===== src/rtl/convo_fifo_loader.sv =====
// Streams one row-major feature map from memory into a line-buffer FIFO.
// Latency: first FIFO write 2 cycles after an accepted start, then one pixel per cycle.
// Backpressure: ff_full stalls writes; reads throttle so at most 2 pixels sit in flight/buffered.
module convo_fifo_loader #(
  parameter int DATA_W = 16,
  parameter int ADDR_W = 10
) (
  input  logic              clk,
  input  logic              rst_n,
  input  logic              start,
  input  logic [ADDR_W-1:0] base_addr,
  input  logic [4:0]        row_len,
  input  logic [4:0]        col_len,
  output logic              mem_ren,
  output logic [ADDR_W-1:0] mem_addr,
  input  logic [DATA_W-1:0] mem_rdata,
  output logic              ff_wen,
  output logic [DATA_W-1:0] ff_wdata,
  input  logic              ff_full,
  output logic              load_done,
  output logic              busy,
  output logic              done,
  output logic              err
);

  typedef enum logic [1:0] {IDLE, PRELOAD, STREAM, FINISH} state_t;

  state_t            state;
  state_t            state_nxt;
  logic [ADDR_W-1:0] base_q;
  logic [9:0]        total_q;
  logic [9:0]        preload_q;
  logic [9:0]        rd_cnt;
  logic [9:0]        wr_cnt;
  logic [9:0]        wr_next;
  logic [DATA_W-1:0] buf0;      // oldest buffered pixel
  logic [DATA_W-1:0] buf1;
  logic [1:0]        buf_cnt;
  logic              inflight;
  logic              err_q;

  logic              geom_ok;
  logic              accept;
  logic              active;
  logic              drain;
  logic              push;
  logic              pop;
  logic [2:0]        occ;

  assign geom_ok = (row_len >= 5'd3) && (col_len >= 5'd3);
  assign accept  = (state == IDLE) && start && geom_ok;
  assign active  = (state == PRELOAD) || (state == STREAM);

  // Returning read data may go straight to the FIFO when the buffer is empty;
  // that bypass is what gives the 2-cycle start-to-first-write latency.
  assign drain   = ((buf_cnt != 2'd0) || inflight) && !ff_full;
  assign pop     = drain && (buf_cnt != 2'd0);
  assign push    = inflight && !(drain && (buf_cnt == 2'd0));

  // Pixels already committed (buffered + returning) must stay below 2 after this cycle's drain.
  assign occ     = {1'b0, buf_cnt} + {2'b00, inflight};
  assign mem_ren = active && (rd_cnt < total_q) && (occ < (3'd2 + {2'b00, drain}));
  assign mem_addr = base_q + ADDR_W'(rd_cnt);

  assign ff_wen    = drain;
  assign ff_wdata  = drain ? ((buf_cnt != 2'd0) ? buf0 : mem_rdata) : '0;
  assign wr_next   = wr_cnt + 10'd1;
  assign load_done = drain && (state == PRELOAD) && (wr_next == preload_q);
  assign done      = drain && active && (wr_next == total_q);
  assign busy      = active;
  assign err       = err_q;

  // State register.
  always_ff @(posedge clk or negedge rst_n) begin
    if (!rst_n) state <= IDLE;
    else        state <= state_nxt;
  end

  // Next-state: done takes priority so a map whose preload equals its size ends cleanly.
  always_comb begin
    state_nxt = state;
    case (state)
      IDLE:    if (accept) state_nxt = PRELOAD;
      PRELOAD: begin
        if (done)           state_nxt = FINISH;
        else if (load_done) state_nxt = STREAM;
      end
      STREAM:  if (done) state_nxt = FINISH;
      FINISH:  state_nxt = IDLE;
      default: state_nxt = IDLE;
    endcase
  end

  // Geometry capture on accepted start; read/write counters otherwise advance on strobes.
  always_ff @(posedge clk or negedge rst_n) begin
    if (!rst_n) begin
      base_q    <= '0;
      total_q   <= '0;
      preload_q <= '0;
      rd_cnt    <= '0;
      wr_cnt    <= '0;
    end else if (accept) begin
      base_q    <= base_addr;
      total_q   <= 10'(row_len) * 10'(col_len);
      preload_q <= 10'({row_len, 1'b0}) + 10'd3;
      rd_cnt    <= '0;
      wr_cnt    <= '0;
    end else begin
      if (mem_ren) rd_cnt <= rd_cnt + 10'd1;
      if (drain)   wr_cnt <= wr_next;
    end
  end

  // Two-entry output buffer plus in-flight tracking; push and pop may coincide.
  always_ff @(posedge clk or negedge rst_n) begin
    if (!rst_n) begin
      buf0     <= '0;
      buf1     <= '0;
      buf_cnt  <= '0;
      inflight <= 1'b0;
    end else begin
      inflight <= mem_ren;
      case ({push, pop})
        2'b10: begin
          if (buf_cnt == 2'd0) buf0 <= mem_rdata;
          else                 buf1 <= mem_rdata;
          buf_cnt <= buf_cnt + 2'd1;
        end
        2'b01: begin
          buf0    <= buf1;
          buf_cnt <= buf_cnt - 2'd1;
        end
        2'b11: begin
          if (buf_cnt == 2'd1) begin
            buf0 <= mem_rdata;
          end else begin
            buf0 <= buf1;
            buf1 <= mem_rdata;
          end
        end
        default: ;
      endcase
    end
  end

  // Rejected-geometry pulse, one cycle after the offending start.
  always_ff @(posedge clk or negedge rst_n) begin
    if (!rst_n) err_q <= 1'b0;
    else        err_q <= (state == IDLE) && start && !geom_ok;
  end

endmodule


===== config.mk =====
export PLATFORM = sky130hd
export DESIGN_NAME = convo_fifo_loader
export DESIGN_NICKNAME = d
export VERILOG_FILES = /design/src/rtl/convo_fifo_loader.sv
export SDC_FILE = /design/constraint.sdc
export NUM_CORES = 1
export LEC_CHECK = 0
export CELL_PAD_IN_SITES_DETAIL_PLACEMENT = 0
export CELL_PAD_IN_SITES_GLOBAL_PLACEMENT = 1
export CORE_UTILIZATION = 45
export CTS_BUF_LIST = sky130_fd_sc_hd__clkbuf_4
export DETAILED_ROUTE_END_ITERATION = 8
export GPL_ROUTABILITY_DRIVEN = 0
export PLACE_DENSITY_LB_ADDON = 0.15
export SYNTH_ARGS = -nofsm -noshare
export SYNTH_HDL_FRONTEND = slang
export SYNTH_SLANG_ARGS = --single-unit
export TNS_END_PERCENT = 1

===== constraint.sdc =====
create_clock -name clk -period 3.1 [get_ports clk]
set_input_delay 0.62 -clock clk [delete_from_list [all_inputs] [get_ports clk]]
set_output_delay 0.62 -clock clk [all_outputs]
set_load 0.005 [all_outputs]

; Word level (Yosys, flattened, before mapping)
; Cells that the tools add are included.
[word_totals]
out_inout_bits = 32
input_bits = 40
regBits = 88
elab_cells = 87
[classes]
n_eq_ne = 15
order_cmp = 4
multipliers = 1
n_mux = 18
n_reduce_logical = 30
n_addsub = 8
[ops]
columns = op, n
row1 = 16-bit two-way mux, 6
row2 = 16-bit one-hot mux with 3 select lines, 1
row3 = 10-bit two-way mux, 4
row4 = 16-bit one-hot mux with 2 select lines, 1
row5 = "10-bit by 1-bit adder with 10-bit output, second input constant", 2
row6 = 10-bit equality test, 2
row7 = 1-bit logical AND, 14
row8 = 10-bit adder, 1
row9 = "5-bit by 2-bit >= comparator with 1-bit output, second input constant", 2
row10 = 10-bit < comparator, 1
row11 = 5-bit by 5-bit multiplier with 10-bit output, 1
row12 = "2-bit inequality test, second input constant", 5
row13 = 2-bit nonzero test, 5
row14 = "2-bit equality test, second input constant", 4
row15 = 2-bit two-way mux, 4
row16 = 2-bit one-hot mux with 4 select lines, 1
row17 = "6-bit by 2-bit adder with 7-bit output, second input constant", 1
row18 = "2-bit by 1-bit equality test with 1-bit output, second input constant", 3
row19 = 3-bit AND reduction, 2
row20 = 2-bit zero test, 2
row21 = 2-bit one-hot mux with 2 select lines, 1
row22 = 2-bit by 1-bit adder with 3-bit output, 1
row23 = "2-bit by 1-bit adder with 3-bit output, first input constant", 1
row24 = 1-bit zero test, 3
row25 = 7 further kinds, 8

; Depth between registers and ports, before layout
; Gate-level depths: netlist (run 1).
[depth]
depth_word = 9
ltp_mapped = 13
mapped_depth_nobuf = 13

; Worst setup path after synthesis (run 1)
; No wires, ideal clock.
[synth_path]
path_kind = input to register
start = input row_len[2]
end = register total_q[9]
cell_stages = 13
path_slack_ns = -0.663
t_arrival_ns = 3.680
path_buffers = 1
setup_time_ns = 0.083
cell_sequence = clkbuf_1 nand2_1 fa_1 fa_1 fa_1 inv_1 ha_1 a21oi_1 o21bai_1 a21oi_1 o21ai_0 xor2_1 o21ai_0
[synth_via]
elab_chain_len = 3
word_cells_on_any_way = 4
cone_classes = 1 x mul / 1 x order compare / 2 x reduce/logical
[synth_lines]
columns = item, line
row1 = from (decl), 12  ; input logic [4:0] row_len,
row2 = "parallel branches: the longest is 3 deep, another holds 5-bit by 5-bit multiplier with 10-bit output", -
row3 = to (signal assigned), 104  ; total_q <= 10'(row_len) * 10'(col_len);
row4 = to (decl), 31  ; logic [9:0] total_q;
; Several ways; the timed one is not identified.
; A chain may end at the register's enable or synchronous reset.

; Worst setup path after layout (run 1)
[layout_path]
start = register wr_cnt[1]
end = output done
[layout_via]
elab_chain_len = 3
[layout_lines]
columns = item, line
row1 = from (decl), 34  ; logic [9:0] wr_cnt;
row2 = from (signal assigned), 110  ; if (drain) wr_cnt <= wr_next;
row3 = 10-bit by 1-bit adder with 10-bit output, 67  ; assign wr_next = wr_cnt + 10'd1;
row4 = 10-bit equality test, 69  ; assign done = drain && active && (wr_next == total_q);
row5 = 1-bit logical AND, 69
row6 = to (decl), 22  ; output logic done,
; Every way passes these cells.

==> results of run 1 <==
[final cells by class]
cell class	count	area, um2
clock buffers	9	67.56
well taps	176	220.2
inverters	46	172.7
multi-input cells	506	3787
fillers	1218	5562
diodes	1	2.502
clock inverters	7	95.09
flip-flops and latches	85	2128
repair buffers	138	1207
[worst max-delay path by stage]
stage	to	slack, ns
floorplan	total_q[8]$_DFFE_PN0P_	-0.19
global placement	total_q[9]$_DFFE_PN0P_	-0.69
detailed placement	total_q[9]$_DFFE_PN0P_	-0.75
CTS	total_q[8]$_DFFE_PN0P_	-0.22
global route	mem_addr[8]	-0.17
finish	done	-0.01
[metrics by stage]
step                 TNS [ns]  power, W
floorplan             -0.5172  0.004179
global placement       -4.162  0.005500
detailed placement     -4.570  0.005627
CTS                   -0.9657  0.006470
global route          -0.6086  0.007025
finish              -0.009773  0.006441
[registers in the layout (all words and copies together), names as in the netlist, 2 cells and up]
signal     flops
buf1          16
total_q       10
preload_q      7
state          2
wr_cnt        10
buf0          16
buf_cnt        2
rd_cnt        10
base_q        10
[power by group]
group	total (W)	switching (W)	internal [W]	leakage (nW)
Sequential	0.00192	0.000350	0.00157	1.04
Combinational	0.00377	0.00184	0.00193	2.43
Clock	0.000756	0.000425	0.000331	0.0888
[placed cells by master (no fill, tap or decap), types with 19 or more instances in the layout]
cell type,instances
buf_4,66
a21oi_1,33
ha_1,45
xnor2_1,36
clkdlybuf4s50_1,54
dfrtp_1,84
inv_1,44
nor2_1,60
and2_1,19
nand2_1,77
mux2i_1,34
o21ai_0,23
[routing by layer]
| layer | vias to the layer above | part of all wire (%) | track usage [%] |
|---|---|---|---|
| li1 | 2533 | - | - |
| met1 | 2397 | 48 | 29.19 |
| met2 | 71 | 48 | 38.20 |
| met3 | 15 | 2.2 | 2.751 |
| met4 | 0 | 1.7 | 8.228 |
| met5 | - | 0 | 0 |
[kinds of logic (layout without fill, tap and decap cells)]
| logic type | count (synthesis) | count (layout) | share of synthesized area [%] |
|---|---|---|---|
| other cells | 0 | 1 | 0 |
| buf+inv | 78 | 200 | 5.374 |
| fa+ha+maj | 57 | 57 | 12.92 |
| flops | 85 | 85 | 34.87 |
| xor+xnor | 53 | 53 | 7.959 |
| mux | 51 | 51 | 8.779 |
| compound gates | 122 | 122 | 12.62 |
| simple gates | 223 | 223 | 17.48 |
[repair_timing]
item	CTS	global route
endpoints found under the setup margin	13	12
pin swaps	9	18
gates resized for setup	33	21
buffers inserted	2	0
==> metrics.txt, run 1 <==
# TYPE chip_impl_metric gauge
chip_impl_info{name="run_status",value="finished, violations left"} 1
chip_impl_info{name="violated_checks",value="setup timing"} 1
chip_impl_metric{name="number_of_different_library_cells_in_the_post_synthesis_netlist",unit=""} 61
chip_impl_metric{name="layout-drive-gt1-share",unit="%"} 17.57
chip_impl_metric{name="drt.antenna.violating_nets",unit=""} 0
chip_impl_info{name="top_family_by_delay_on_critical_path",value="simple AND/OR/NAND/NOR gates"} 1
chip_impl_metric{name="netlist_area",unit="mm2"} 0.006100
chip_impl_metric{name="antenna_found_initial",unit=""} 1
chip_impl_metric{name="synth_top_area_share",unit="%"} 34.87
chip_impl_metric{name="postSynthNetCount",unit=""} 766
chip_impl_metric{name="clock-skew-final",unit="ns"} 0.01657
chip_impl_metric{name="number_of_flops_mapped_to_enable_cells_by_yosys",unit=""} 0
chip_impl_metric{name="detailedPlace.worstSlack",unit="ns"} -0.7531
chip_impl_metric{name="fp-row-count",unit=""} 42
chip_impl_metric{name="boundaryPins",unit=""} 72
chip_impl_metric{name="cts.reportedPaths.clkPinSlew",unit="ns"} 0.13
chip_impl_metric{name="critical_path.max_fanout",unit=""} 4
chip_impl_metric{name="finish.net_count",unit=""} 883
chip_impl_metric{name="tightestPinTransition",unit="ns"} 1.106
chip_impl_metric{name="wirelength",unit="mm"} 14.43
chip_impl_info{name="timing.critical_path.from_type",value="flip-flop"} 1
chip_impl_metric{name="viasPerCell",unit=""} 5.182
chip_impl_metric{name="cp_num_buf_inv",unit=""} 2
chip_impl_metric{name="ff2ff_setup_slack",unit="ns"} 0.62
chip_impl_metric{name="numClockSinks",unit=""} 85
chip_impl_info{name="setup.worst_path.end_class",value="output port"} 1
chip_impl_info{name="rr_endpoint",value="state[1]$_DFFE_PN0P_"} 1
chip_impl_metric{name="timing.final.setup_violations",unit=""} 1
chip_impl_metric{name="yosysSeqAreaShare",unit="%"} 34.87
chip_impl_metric{name="power_density",unit="mW/mm2"} 838.6
chip_impl_metric{name="cp_data_required_time",unit="ns"} 2.48
chip_impl_metric{name="portBuffers",unit=""} 71
chip_impl_metric{name="ys_seq_elements",unit=""} 85
chip_impl_metric{name="cts_hold_buf",unit=""} 0
chip_impl_metric{name="area_growth_syn_to_layout",unit="%"} 25.93
chip_impl_info{name="critPathLaunch",value="wr_cnt[1]$_DFFE_PN0P_"} 1
chip_impl_metric{name="number_of_cells_in_the_design_after_placement",unit=""} 949
chip_impl_metric{name="setup_slack",unit="ns"} -0.009773
chip_impl_metric{name="synthArstFlopShare",unit="%"} 100.0
chip_impl_metric{name="ctsHtreeMaxLevel",unit=""} 3
chip_impl_info{name="regToRegStartpoint",value="wr_cnt[1]$_DFFE_PN0P_"} 1
chip_impl_metric{name="cts_buffer_depth",unit=""} 2
chip_impl_metric{name="maxSlewHeadroom",unit="%"} 26.24
chip_impl_metric{name="hold_viol",unit=""} 0
chip_impl_metric{name="numCtsBuffers",unit=""} 9
chip_impl_info{name="netlist_top_cells_area",value="dfrtp_1 35%, ha_1 9.6%, mux2i_1 5.6%"} 1
chip_impl_metric{name="design.core.area",unit="mm2"} 0.01324
chip_impl_metric{name="first_iter_violations",unit=""} 232
chip_impl_metric{name="detail_route.wl_per_cell",unit="um"} 14.91
chip_impl_metric{name="cp_data_arrival_time",unit="ns"} 2.49
chip_impl_metric{name="finalInstanceArea",unit="mm2"} 0.007681
chip_impl_info{name="worstSetupPathType",value="reg2out"} 1
chip_impl_info{name="holdCritPathClass",value="in2async"} 1
chip_impl_metric{name="vias_in_the_first_global_route",unit=""} 5187
chip_impl_metric{name="die-width",unit="um"} 118.4
chip_impl_info{name="critical_path.cell_chain",value="ha_4, nand2_1, buf_4, o211ai_1, nor4b_4, and3_1, o2111ai_1, nor3b_2, dlygate4sd2_1"} 1
chip_impl_metric{name="start_util",unit="%"} 46.06
chip_impl_info{name="cts_tree",value="built"} 1
chip_impl_metric{name="finalCoreUtilization",unit="%"} 58.00
chip_impl_metric{name="placed_area",unit="mm2"} 0.007405
chip_impl_metric{name="reg2regPathDepth",unit=""} 9
chip_impl_metric{name="drt-pass1-iter-count",unit=""} 6
chip_impl_metric{name="max_stage_delay",unit="ns"} 0.42
chip_impl_metric{name="drc",unit=""} 0
chip_impl_metric{name="design.die.area",unit="mm2"} 0.01402
chip_impl_metric{name="hpwlAfterDp",unit="mm"} 10.64
chip_impl_metric{name="stdcell_count",unit=""} 968
chip_impl_metric{name="fin_hold_ws",unit="ns"} 0.3076
chip_impl_metric{name="detailroute.via_count",unit=""} 5016
chip_impl_metric{name="postSynthAreaPerCell",unit="um2"} 9.117
chip_impl_info{name="yosys.cell_count.top_type",value="dfrtp_1"} 1
chip_impl_metric{name="gate_count_post_synth",unit=""} 669
chip_impl_metric{name="ys_warn_count",unit=""} 0
chip_impl_info{name="predominant_post_synthesis_flop_cell",value="dfrtp_1"} 1
chip_impl_metric{name="ir_worst_vdd",unit="mV"} 0.5788
chip_impl_metric{name="maxClockFrequency",unit="MHz"} 321.6
chip_impl_metric{name="groute.usage.overall",unit="%"} 22.41
chip_impl_metric{name="grt_overflow",unit=""} 0
chip_impl_info{name="post-synth-top-area-cell",value="dfrtp_1"} 1
chip_impl_metric{name="global_route_wire_length_before_repair",unit="mm"} 25.01
chip_impl_metric{name="final-max-slew-violation-count",unit=""} 0
chip_impl_info{name="critPathSlowestCell",value="dfrtp_1"} 1
chip_impl_info{name="clock_tree.root_cell",value="clkbuf_4"} 1
chip_impl_info{name="netlist_top_cells_count",value="85 x dfrtp_1, 78 x nand2_1, 60 x nor2_1"} 1
chip_impl_metric{name="p_leak",unit="nW"} 3.560
chip_impl_metric{name="die_y",unit="um"} 118.4
chip_impl_metric{name="timing.final.crit_share",unit="%"} 100.3
chip_impl_info{name="rsz0062_at_grt",value="true"} 1
chip_impl_metric{name="crit_cells",unit=""} 9
chip_impl_metric{name="clock_insertion_delay_worst_skew",unit="ns"} 0.47
chip_impl_metric{name="post-route-min-period",unit="ns"} 3.110
chip_impl_metric{name="maxcap_violations",unit=""} 0
chip_impl_metric{name="grt_max_degree",unit=""} 86
Note: power is estimated with default switching activity, not from simulation.
==> inputs of run 2 (changes only) <==
- CTS_CLUSTER_SIZE: unset -> 25
- GPL_ROUTABILITY_DRIVEN: 0 -> unset
==> run 2 against run 1 <==
Compared with the run above: the run now ends clean; register-to-register slack lost 0.12 ns; critical path type is now in2reg; global-route usage shrank 0.63 points; combinational power up 2%.
==> metrics.txt, run 2 (synthesis results as in run 1) <==
# TYPE chip_impl_metric gauge
chip_impl_metric{name="numClockSinks",unit=""} 85
chip_impl_metric{name="cts_buffer_depth",unit=""} 2
chip_impl_metric{name="first_iter_violations",unit=""} 272
chip_impl_metric{name="boundaryPins",unit=""} 72
chip_impl_info{name="top_family_by_delay_on_critical_path",value="adder cells"} 1
chip_impl_metric{name="timing.final.crit_share",unit="%"} 99.37
chip_impl_metric{name="grt_use_met3",unit="%"} 3.137
chip_impl_metric{name="cts.reportedPaths.clkPinSlew",unit="ns"} 0.17
chip_impl_metric{name="design.die.area",unit="mm2"} 0.01402
chip_impl_info{name="critical_path.cell_chain",value="dlygate4sd2_1, buf_4, and2_1, fa_1, fa_1, ha_1, ha_4, inv_1, o21bai_1, a21o_1, a21oi_2, xor2_1, o21ai_1"} 1
chip_impl_metric{name="detail_route.wl_per_cell",unit="um"} 15.03
chip_impl_info{name="critPathSlowestCell",value="fa_1"} 1
chip_impl_metric{name="cp_data_arrival_time",unit="ns"} 3.45
chip_impl_metric{name="ctsHtreeMaxLevel",unit=""} 3
chip_impl_metric{name="die_y",unit="um"} 118.4
chip_impl_metric{name="design.core.area",unit="mm2"} 0.01324
chip_impl_metric{name="fp-row-count",unit=""} 42
chip_impl_info{name="cts_tree",value="built"} 1
chip_impl_metric{name="ir_worst_vdd",unit="mV"} 0.6360
chip_impl_metric{name="maxSlewHeadroom",unit="%"} 62.78
chip_impl_info{name="cpMostUsedCell",value="fa_1"} 1
chip_impl_info{name="mostFrequentLayoutCells",value="85 x dfrtp_1, 75 x nand2_1, 68 x buf_4"} 1
chip_impl_metric{name="layout-drive-gt1-share",unit="%"} 19.20
chip_impl_metric{name="hpwlAfterDp",unit="mm"} 10.63
chip_impl_metric{name="vias_in_the_first_global_route",unit=""} 5053
chip_impl_info{name="timing.critical_path.from_type",value="input port"} 1
chip_impl_info{name="clock_tree.root_cell",value="clkbuf_4"} 1
chip_impl_metric{name="antenna_found_initial",unit=""} 1
chip_impl_metric{name="timing.final.setup_violations",unit=""} 0
chip_impl_metric{name="cp_num_buf_inv",unit=""} 3
chip_impl_info{name="run_status",value="finished clean"} 1
chip_impl_metric{name="cp_data_required_time",unit="ns"} 3.47
chip_impl_metric{name="viasPerCell",unit=""} 5.226
chip_impl_metric{name="finish.net_count",unit=""} 889
chip_impl_metric{name="placed_area",unit="mm2"} 0.007417
chip_impl_metric{name="layout.filler_cells",unit=""} 1224
chip_impl_metric{name="power_density",unit="mW/mm2"} 835.7
chip_impl_metric{name="post-route-min-period",unit="ns"} 3.081
chip_impl_metric{name="critical_path.max_fanout",unit=""} 5
chip_impl_metric{name="die-width",unit="um"} 118.4
chip_impl_metric{name="clock-skew-final",unit="ns"} 0.01608
chip_impl_metric{name="finalInstanceArea",unit="mm2"} 0.007690
chip_impl_metric{name="portBuffers",unit=""} 71
chip_impl_metric{name="numCtsBuffers",unit=""} 9
chip_impl_metric{name="p_leak",unit="nW"} 3.535
chip_impl_metric{name="wirelength",unit="mm"} 14.64
chip_impl_metric{name="maxClockFrequency",unit="MHz"} 324.6
chip_impl_metric{name="drt-pass1-iter-count",unit=""} 5
chip_impl_metric{name="groute.usage.overall",unit="%"} 21.78
chip_impl_info{name="top_regs",value="buf0 x16, buf1 x16"} 1
chip_impl_metric{name="use_met2",unit="%"} 35.96
chip_impl_metric{name="detailroute.via_count",unit=""} 5090
chip_impl_metric{name="grt_max_degree",unit=""} 86
chip_impl_info{name="worstSetupPathType",value="in2reg"} 1
chip_impl_metric{name="drt.antenna.violating_nets",unit=""} 0
chip_impl_metric{name="grt_overflow",unit=""} 0
chip_impl_metric{name="finalCoreUtilization",unit="%"} 58.07
chip_impl_metric{name="area_growth_syn_to_layout",unit="%"} 26.07
chip_impl_info{name="setup.worst_path.end_class",value="flip-flop"} 1
chip_impl_metric{name="start_util",unit="%"} 46.06
chip_impl_info{name="holdCritPathClass",value="in2async"} 1
chip_impl_info{name="global_route.peak_usage_layer",value="met2"} 1
chip_impl_metric{name="final-max-slew-violation-count",unit=""} 0
chip_impl_metric{name="gpl.final_weighted_congestion",unit=""} 0.8518
chip_impl_metric{name="hold_viol",unit=""} 0
chip_impl_metric{name="clock_insertion_delay_worst_skew",unit="ns"} 0.49
chip_impl_metric{name="multi_input_area",unit="mm2"} 0.003775
chip_impl_metric{name="ff_latch_area",unit="mm2"} 0.002127
chip_impl_metric{name="tightestPinTransition",unit="ns"} 0.5442
chip_impl_metric{name="maxcap_violations",unit=""} 0
chip_impl_info{name="rsz0062_at_grt",value="true"} 1
chip_impl_metric{name="drc",unit=""} 0
chip_impl_info{name="mostFrequentLayoutCell",value="dfrtp_1"} 1
chip_impl_metric{name="grtUsageMet1",unit="%"} 29.33
chip_impl_metric{name="max_stage_delay",unit="ns"} 0.55
chip_impl_metric{name="global_route_wire_length_before_repair",unit="mm"} 24.23
[run 2: layout make-up]
class	count	share of cell area [%]
multi-input cells	506	49.09
flip-flops and latches	85	27.66
repair buffers	144	16.24
well taps	176	2.864
inverters	46	2.245
clock inverters	7	0.9925
clock buffers	9	0.8786
diodes	1	0.03254
[run 2: power breakdown]
| group | internal (W) | switching, W |
|---|---|---|
| registers | 0.00156 | 0.000336 |
| logic | 0.00197 | 0.00188 |
| clock network | 0.000194 | 0.000487 |
[run 2: worst paths after layout]
check                                            from                      to  slack (ns)  cells after the start
worst max register to register  wr_cnt[0]$_DFFE_PN0P_    state[1]$_DFFE_PN0P_        0.50                     10
min in group clk                base_q[0]$_DFFE_PN0P_   base_q[0]$_DFFE_PN0P_        0.51                      2
max in group asynchronous                       rst_n   base_q[2]$_DFFE_PN0P_        2.60                      2
worst min-delay path                            rst_n   wr_cnt[3]$_DFFE_PN0P_        0.15                      2
worst min register to register  base_q[0]$_DFFE_PN0P_   base_q[0]$_DFFE_PN0P_        0.51                      2
worst max-delay path                       col_len[4]  total_q[8]$_DFFE_PN0P_        0.02                     13
[run 2: what timing repair did]
action / in CTS / in global routing
pin swaps: 19 / 18
setup buffers: 6 / 2
gates cloned: 0 / 0
hold buffers: 0 / 0
endpoints found under the setup margin: 13 / 12
resized for setup: 45 / 24
[run 2: metrics by stage]
stage	setup WS, ns	power, W	hold WS [ns]	TNS, ns	instances
floorplan	-0.1947	0.004179	0.3244	-0.5172	669
global route	-0.1451	0.006969	0.1594	-0.7920	974
finish	0.01939	0.006426	0.1462	0	974
detailed placement	-0.8480	0.005621	0.4747	-4.592	949
CTS	-0.1180	0.006387	0.1372	-0.2915	971
global placement	-0.6921	0.005504	0.4646	-4.105	949
[run 2: routing by layer]
metal,routed length [um],up-vias
met1,7103,2445
met3,359,14
met2,6948,74
met5,0,-
li1,-,2557
met4,223,0
==> inputs of run 3 (changes only) <==
- clock period: 3.1 -> 3.2 ns (I/O delays scaled with it)
==> run 3 against run 2 <==
Compared with the run above: the flow now finishes with violations (setup timing); register-to-register slack better by 0.24 ns; non-clock buffer count down 9; critical path depth unchanged; count of clock-buffer cells in the layout unchanged; clock skew up 0.011 ns; final area down 0.62%; first-iteration DRC count up 8.1%; critical endpoint is now total_q[9]$_DFFE_PN0P_; highest routed layer unchanged.
==> metrics.txt, run 3 (synthesis results as in run 1) <==
# TYPE chip_impl_metric gauge
chip_impl_metric{name="detailedPlace.worstSlack",unit="ns"} -0.7610
chip_impl_metric{name="ir_worst_vdd",unit="mV"} 0.5479
chip_impl_info{name="mostFrequentLayoutCell",value="dfrtp_1"} 1
chip_impl_info{name="clock_tree.root_cell",value="clkbuf_4"} 1
chip_impl_metric{name="layout.filler_cells",unit=""} 1238
chip_impl_metric{name="wirelength",unit="mm"} 14.45
chip_impl_metric{name="internal_power",unit="W"} 0.003630
chip_impl_metric{name="cts.reportedPaths.clkPinSlew",unit="ns"} 0.16
chip_impl_metric{name="combPwrFrac",unit="%"} 58.8
chip_impl_metric{name="clock-skew-final",unit="ns"} 0.02711
chip_impl_metric{name="die_y",unit="um"} 118.4
chip_impl_metric{name="p_seq_share",unit="%"} 30.1
chip_impl_metric{name="cp_data_required_time",unit="ns"} 3.53
chip_impl_metric{name="post-route-min-period",unit="ns"} 3.212
chip_impl_metric{name="groute.usage.overall",unit="%"} 21.70
chip_impl_metric{name="power_density",unit="mW/mm2"} 806.6
chip_impl_metric{name="final-max-slew-violation-count",unit=""} 0
chip_impl_info{name="top_regs",value="buf0 x16, buf1 x16"} 1
chip_impl_metric{name="maxcap_violations",unit=""} 0
chip_impl_metric{name="grt_max_degree",unit=""} 51
chip_impl_metric{name="detailroute.via_count",unit=""} 5104
chip_impl_metric{name="switching_component_of_the_power",unit="W"} 0.002534
chip_impl_metric{name="vias_in_the_first_global_route",unit=""} 4965
chip_impl_metric{name="finalCoreUtilization",unit="%"} 57.71
chip_impl_metric{name="design.die.area",unit="mm2"} 0.01402
chip_impl_metric{name="cts_buffer_depth",unit=""} 2
chip_impl_metric{name="power",unit="W"} 0.006164
chip_impl_metric{name="grt_overflow",unit=""} 0
chip_impl_metric{name="p_leak",unit="nW"} 3.527
chip_impl_metric{name="number_of_cells_in_the_design_after_placement",unit=""} 941
chip_impl_metric{name="maxClockFrequency",unit="MHz"} 311.3
chip_impl_info{name="worstSetupPathType",value="in2reg"} 1
chip_impl_metric{name="portBuffers",unit=""} 71
chip_impl_info{name="regToRegStartpoint",value="wr_cnt[2]$_DFFE_PN0P_"} 1
chip_impl_metric{name="design.core.area",unit="mm2"} 0.01324
chip_impl_metric{name="tightestPinTransition",unit="ns"} 0.5104
chip_impl_info{name="run_status",value="finished, violations left"} 1
chip_impl_metric{name="viasPerCell",unit=""} 5.289
chip_impl_metric{name="timing.final.setup_violations",unit=""} 1
chip_impl_metric{name="setup_slack",unit="ns"} -0.01249
chip_impl_metric{name="start_util",unit="%"} 46.06
chip_impl_info{name="violated_checks",value="setup timing"} 1
chip_impl_metric{name="critical_path.max_fanout",unit=""} 5
chip_impl_metric{name="stdcell_count",unit=""} 965
chip_impl_metric{name="clock_insertion_delay_worst_skew",unit="ns"} 0.47
chip_impl_info{name="timing.critical_path.from_type",value="input port"} 1
chip_impl_metric{name="clk_network_pwr_share",unit="%"} 11.1
chip_impl_metric{name="timing.final.crit_share",unit="%"} 100.4
chip_impl_metric{name="ctsHtreeMaxLevel",unit=""} 3
chip_impl_metric{name="first_iter_violations",unit=""} 294
chip_impl_metric{name="numClockSinks",unit=""} 85
chip_impl_metric{name="layout-drive-gt1-share",unit="%"} 16.75
chip_impl_info{name="holdCritPathClass",value="in2async"} 1
chip_impl_metric{name="cp_data_arrival_time",unit="ns"} 3.55
chip_impl_metric{name="die-width",unit="um"} 118.4
chip_impl_metric{name="numCtsBuffers",unit=""} 9
chip_impl_metric{name="detail_route.wl_per_cell",unit="um"} 14.98
chip_impl_metric{name="drt.antenna.violating_nets",unit=""} 0
chip_impl_info{name="cts_tree",value="built"} 1
chip_impl_metric{name="drt-pass1-iter-count",unit=""} 4
chip_impl_info{name="rsz0062_at_grt",value="true"} 1
chip_impl_metric{name="area_growth_syn_to_layout",unit="%"} 25.29
chip_impl_metric{name="global_route_wire_length_before_repair",unit="mm"} 24.31
chip_impl_info{name="mostFrequentLayoutCells",value="82 x dfrtp_1, 76 x nand2_1, 63 x buf_4"} 1
chip_impl_metric{name="finish.net_count",unit=""} 880
chip_impl_metric{name="final.setup.tns",unit="ns"} -0.01249
chip_impl_metric{name="p_sw_share",unit="%"} 41.11
chip_impl_info{name="setup.worst_path.end_class",value="flip-flop"} 1
chip_impl_metric{name="maxSlewHeadroom",unit="%"} 65.09
chip_impl_metric{name="drc",unit=""} 0
chip_impl_metric{name="boundaryPins",unit=""} 72
chip_impl_metric{name="hpwlAfterDp",unit="mm"} 10.65
chip_impl_info{name="critPathLaunch",value="row_len[1]"} 1
chip_impl_metric{name="fp-row-count",unit=""} 42
chip_impl_metric{name="hold_viol",unit=""} 0
chip_impl_metric{name="gpl.final_weighted_congestion",unit=""} 0.8543
chip_impl_metric{name="antenna_found_initial",unit=""} 1
-- run 3: cell types whose count changed in the layout (fill, tap and decap cells not counted), sizes merged --
| cell | before | now |
|---|---|---|
| buf | 79 | 65 |
| bufinv | 0 | 1 |
| clkbuf | 13 | 10 |
| clkdlybuf4s15 | 1 | 3 |
| clkdlybuf4s50 | 54 | 55 |
| clkinv | 4 | 3 |
| clkinvlp | 0 | 1 |
| dlygate4sd2 | 5 | 4 |
| dlymetal6s2s | 1 | 7 |
| inv | 49 | 48 |
-- run 3: area by class of cell --
class / instances / area [um2] / share of cell area, %
inverter: 46 / 172.7 / 2.259
sequential: 85 / 2131 / 27.88
timing repair buffer: 135 / 1212 / 15.86
clock buffer: 9 / 67.56 / 0.8841
multi-input combinational: 506 / 3757 / 49.16
antenna: 1 / 2.502 / 0.03274
tap: 176 / 220.2 / 2.881
clock inverter: 7 / 78.83 / 1.031
-- run 3: metal layers --
layer	global-route usage [%]	share of wire, %
met1	30.06	48
met2	35.70	47
met3	2.751	3.7
met4	6.013	1.2
met5	0	0
-- run 3: path summary, 6_finish.rpt --
kind	to	slack [ns]	cells after the start
min in group clk	base_q[2]$_DFFE_PN0P_	0.51	2
min reg2reg	base_q[2]$_DFFE_PN0P_	0.51	2
max reg2reg	state[1]$_DFFE_PN0P_	0.74	9
max	total_q[9]$_DFFE_PN0P_	-0.01	13
min	state[1]$_DFFE_PN0P_	0.10	1
max in group asynchronous	buf_cnt[1]$_DFFE_PN0P_	2.43	2
-- run 3: power groups by stage --
stage	logic (W)	clock network (W)	registers [W]
6_report	0.00363	0.000684	0.00185
5_1_grt	0.00405	0.000743	0.00192
4_1_cts	0.00364	0.000699	0.00185
3_5_place_dp	0.00350	0	0.00187
3_3_place_gp	0.00341	0	0.00185
2_1_floorplan	0.00227	0	0.00178
-- run 3: critical path, cell delays in order --
cell and delay (ns):
clkdlybuf4s15_1 0.26, nand2_1 0.10, fa_1 0.51, fa_1 0.44
fa_1 0.53, inv_2 0.05, ha_4 0.27, a21oi_2 0.06
o21bai_1 0.16, a21oi_2 0.09, o21ai_1 0.17, xor2_1 0.18
o21ai_1 0.07
-- run 3: stage by stage --
| step | area [um2] | hold WS (ns) |
|---|---|---|
| floorplan | 6148 | 0.3444 |
| global placement | 7345 | 0.4642 |
| detailed placement | 7345 | 0.4695 |
| CTS | 7589 | 0.1074 |
| global route | 7642 | 0.1319 |
| finish | 7642 | 0.1048 |
-- run 3: repair_timing --
action | 4_1_cts | 5_1_grt
endpoints found under the setup margin | 12 | 13
gates resized for setup | 28 | 15
hold buffers | 0 | 0
pin swaps | 10 | 12
buffers inserted | 4 | 3
